==> src/rtl/mult_pkg.sv <==
// Shared definitions for the shift-and-add multiplier: FSM encoding and default operand width.
package mult_pkg;

   localparam int MULT_WIDTH = 8;

   typedef enum logic [1:0] {
      IDLE = 2'd0,
      RUN  = 2'd1,
      DONE = 2'd2
   } state_t;

endpackage

==> src/rtl/add_w_cout.sv <==
// WIDTH-bit unsigned adder with carry out; the carry is kept so the accumulate step is exact.
module add_w_cout #(
   parameter int WIDTH = 8
) (
   input  logic [WIDTH-1:0] x,
   input  logic [WIDTH-1:0] y,
   output logic [WIDTH-1:0] sum,
   output logic             cout
);

   assign {cout, sum} = {1'b0, x} + {1'b0, y};

endmodule

==> src/rtl/shift_add_multiplier8.sv <==
// Sequential unsigned shift-and-add multiplier: one adder pass per cycle, WIDTH cycles per product.
// Handshakes: a transfer occurs on a rising edge where valid && ready; valid never depends on ready.
module shift_add_multiplier8
   import mult_pkg::*;
#(
   parameter int WIDTH = MULT_WIDTH
) (
   input  logic               clk,
   input  logic               rst,
   input  logic               in_valid,
   output logic               in_ready,
   input  logic [WIDTH-1:0]   a,
   input  logic [WIDTH-1:0]   b,
   output logic               out_valid,
   input  logic               out_ready,
   output logic [2*WIDTH-1:0] product,
   output state_t             dbg_state
);

   localparam int CW = $clog2(WIDTH + 1);

   state_t             state_q, state_d;
   logic [WIDTH-1:0]   m_q, m_d;
   logic [2*WIDTH-1:0] p_q, p_d;
   logic [CW-1:0]      count_q, count_d;

   logic [WIDTH-1:0]   addend;
   logic [WIDTH-1:0]   sum;
   logic               cout;

   // Low half of P holds the unconsumed multiplier bits; bit 0 selects this step's addend.
   assign addend = p_q[0] ? m_q : '0;

   add_w_cout #(.WIDTH(WIDTH)) u_add (
      .x    (p_q[2*WIDTH-1:WIDTH]),
      .y    (addend),
      .sum  (sum),
      .cout (cout)
   );

   always_ff @(posedge clk or posedge rst) begin
      if (rst) begin
         state_q <= IDLE;
         m_q     <= '0;
         p_q     <= '0;
         count_q <= '0;
      end else begin
         state_q <= state_d;
         m_q     <= m_d;
         p_q     <= p_d;
         count_q <= count_d;
      end
   end

   always_comb begin
      state_d   = state_q;
      m_d       = m_q;
      p_d       = p_q;
      count_d   = count_q;
      in_ready  = 1'b0;
      out_valid = 1'b0;
      case (state_q)
         IDLE: begin
            in_ready = 1'b1;
            if (in_valid) begin
               m_d     = a;
               p_d     = {{WIDTH{1'b0}}, b};
               count_d = CW'(WIDTH);
               state_d = RUN;
            end
         end
         RUN: begin
            // Carry lands in the MSB so no product bit is ever lost.
            p_d     = {cout, sum, p_q[WIDTH-1:1]};
            count_d = count_q - CW'(1);
            if (count_q == CW'(1)) begin
               state_d = DONE;
            end
         end
         DONE: begin
            out_valid = 1'b1;
            if (out_ready) begin
               state_d = IDLE;
            end
         end
         default: begin
            state_d = IDLE;
         end
      endcase
   end

   assign product   = p_q;
   assign dbg_state = state_q;

endmodule

==> config.mk <==
export PLATFORM = sky130hd
export DESIGN_NAME = shift_add_multiplier8
export DESIGN_NICKNAME = d
export VERILOG_FILES = /design/src/rtl/mult_pkg.sv /design/src/rtl/add_w_cout.sv /design/src/rtl/shift_add_multiplier8.sv
export SDC_FILE = /design/constraint.sdc
export NUM_CORES = 1
export LEC_CHECK = 0
export ABC_AREA = 1
export CAP_MARGIN = 20
export CORE_MARGIN = 10
export CORE_UTILIZATION = 53
export CTS_CLUSTER_DIAMETER = 80
export DETAILED_ROUTE_END_ITERATION = 10
export GPL_ROUTABILITY_DRIVEN = 0
export GPL_TIMING_DRIVEN = 1
export PLACE_DENSITY = 0.85
export REMOVE_ABC_BUFFERS = 1
export SLEW_MARGIN = 10
export SYNTH_ARGS = -nofsm -noshare
export SYNTH_HDL_FRONTEND = slang
export SYNTH_SLANG_ARGS = --single-unit
==> constraint.sdc <==
create_clock -name clk -period 4 [get_ports clk]
set_input_delay 0.8 -clock clk [delete_from_list [all_inputs] [get_ports clk]]
set_output_delay 0.8 -clock clk [all_outputs]
set_load 0.005 [all_outputs]
==> metrics.yaml <==
sta:
  fin_setup_tns_ps: 0
  timing.final.crit_share: 0.572
  hold_slack_ps: 487
  rsz0062_at_grt: "false"
  hold_viol_final: 0
  setup_viol: 0
  fin_ws_ps: 1710
  final_max_slew_viol_count: 0
  relSlewSlack: 0.710
  finalClockSkew_ps: 4.98
  tightestPinTransition_ps: 434
  fin_crit_ps: 2290
  fmax_ghz: 0.437
yosys:
  yosysTopAreaCell: "dfrtp_1"
  ys.flop_type: "dfrtp_1"
  ys_async_sr_fraction: 1.00
  syn_inst: 206
  synth_edf_count: 0
  synth_common_cells: "84 x nand2_1, 30 x dfrtp_1, 23 x inv_1"
  synth_top_area_share: 0.450
  synth.most_common_cell: "nand2_1"
  syn_area_um2: 1670
  synth_warnings: 0
  yosysSeqAreaShare: 0.450
  yosys-top-cells-area: "dfrtp_1 45%, nand2_1 19%, ha_1 7.5%"
  ys_ff_latch: 30
  yosysUniqueCellTypes: 23
  avgSynthCellArea_um2: 8.09
hold_path:
  min_path_cells: 2
  worstHoldPathType: "register to register"
power_and_ir_drop:
  power_frac_seq: 0.359
  p_switching_mw: 0.658
  leakagePower_nw: 1.15
  combPwrFrac: 0.518
  switching_share: 0.419
  ir_drop_uv: 412
  clock_power_share: 0.123
  powerDensity_nw_per_um2: 729
  p_int_mw: 0.911
outcome:
  outcome: "finished clean"
placed_design:
  place_inst: 285
  hpwl_mm: 2.86
  portBuffers: 39
  dp_slack_ps: 2020
clock_network:
  post_cts_buffers: 0
  htree_levels: 2
  numCtsBuffers: 5
  cts_tree: "yes"
  clk_latency_ps: 330
  cts_resized: 0
  cts_sinks: 30
  clk_pin_slew_ps: 100
  cts_buffer_depth: 2
  clock-root-buffer: "clkbuf_4"
  cts_hold_buf: 0
cells_and_area:
  diodes: 0
  drive_gt1_frac: 0.0643
  stdcell_count: 293
  area_delta_synth_final_pct: 29.3
  final_util: 0.712
  nNetsFinal: 279
setup_path:
  reg2reg_depth: 9
  end_kind: "output pin"
  path_class: "register to output pin"
  arrival_ps: 1490
  crit_path_start_kind: "register"
  cp.required_ps: 3200
  crit_fanout: 5
die:
  initial_core_util: 0.550
  rows: 20
  die_w_um: 76.1
  fp.dieArea_um2: 5790
  io-pin-count: 40
  die_h_um: 76.1
  coreArea_um2: 3030
drt:
  drt-vias-per-instance: 4.88
  wl_per_cell_um: 12.8
  postRouteAntennaNets: 0
  totalWireLength_mm: 3.75
  vias: 1429
  firstDrtPassIters: 4
  drcViolationCount: 0
  drtIter0Drc: 80
global_routing:
  overflow: 0
  grt_pass1_wl_mm: 6.56
  grt_start_max_net_pins: 23
  grt_pass1_vias: 1498
  antenna_found_initial: 0
  grt_usage: 0.136
job:
  max_cap_violations: 0
[power groups by stage]
| stage | Combinational [mW] | Clock (mW) | Sequential (mW) |
|---|---|---|---|
| global route | 0.927 | 0.209 | 0.586 |
| floorplan | 0.502 | 0 | 0.553 |
| finish | 0.813 | 0.193 | 0.564 |
| global placement | 0.791 | 0 | 0.565 |
| detailed placement | 0.824 | 0 | 0.568 |
| CTS | 0.827 | 0.195 | 0.564 |
[per-layer routing]
metal  global-route usage  part of all wire
met4               0.0762             0.022
met3               0.0566             0.065
met5                    0                 0
met2                0.225              0.48
met1                0.142              0.43
[logic make-up (layout without fill, tap and decap cells)]
| family | Yosys count | in the layout | synth area share |
|---|---|---|---|
| simple gates | 110 | 110 | 0.279 |
| flops | 30 | 30 | 0.450 |
| compound gates | 22 | 22 | 0.0841 |
| buf+inv | 31 | 74 | 0.0886 |
| fa+ha+maj | 11 | 11 | 0.0871 |
| xor+xnor | 2 | 2 | 0.0105 |
[layout by cell type (no fill, tap or decap), drive strengths merged]
| cell type | instances |
|---|---|
| nand2 | 87 |
| xor2 | 2 |
| buf | 1 |
| nand3b | 1 |
| clkdlybuf4s50 | 39 |
| a22o | 1 |
| o22ai | 1 |
| o31ai | 1 |
| dfrtp | 30 |
| a22oi | 6 |
| o21ai | 9 |
| nor2 | 7 |
| clkinv | 1 |
| inv | 26 |
| ha | 10 |
| a31oi | 1 |
| nand3 | 15 |
| a21oi | 3 |
| clkbuf | 7 |
| fa | 1 |
[metrics by stage]
stage | area, um^2 | power [mW]
after floorplan | 1620 | 1.05
after global placement | 2070 | 1.36
after detailed placement | 2090 | 1.39
after CTS | 2150 | 1.59
after global routing | 2150 | 1.72
final | 2150 | 1.57
[worst max-delay path, stage by stage, from the launching register on]
cell and delay, ps:
dfrtp_1 480, nor2_4 160, clkdlybuf4s50_1 510
[registers in the layout (all words and copies together) (netlist names)]
name       cells
count_q        4
dbg_state      2
m_q            8
product       16
[final cells by class]
class	instances	area, um^2
inverters	26	103
flip-flops and latches	30	751
clock buffers	7	55.1
fillers	246	873
repair buffers	40	418
well taps	44	55.1
clock inverters	1	5.00
multi-input cells	145	768
[worst paths after layout]
check	startpoint	end	slack (ps)
setup / recovery	dbg_state[0]$_DFFE_PP0P_	in_ready	1710
hold / removal	m_q[5]$_DFFE_PP0P_	m_q[5]$_DFFE_PP0P_	490
setup reg to reg	product[0]$_DFFE_PP0P_	product[11]$_DFFE_PP0P_	2050
hold reg to reg	m_q[5]$_DFFE_PP0P_	m_q[5]$_DFFE_PP0P_	490
max in group asynchronous	rst	m_q[7]$_DFFE_PP0P_	2800
min in group asynchronous	rst	product[8]$_DFFE_PP0P_	750
No activity file was read; power rests on OpenSTA's default activity.
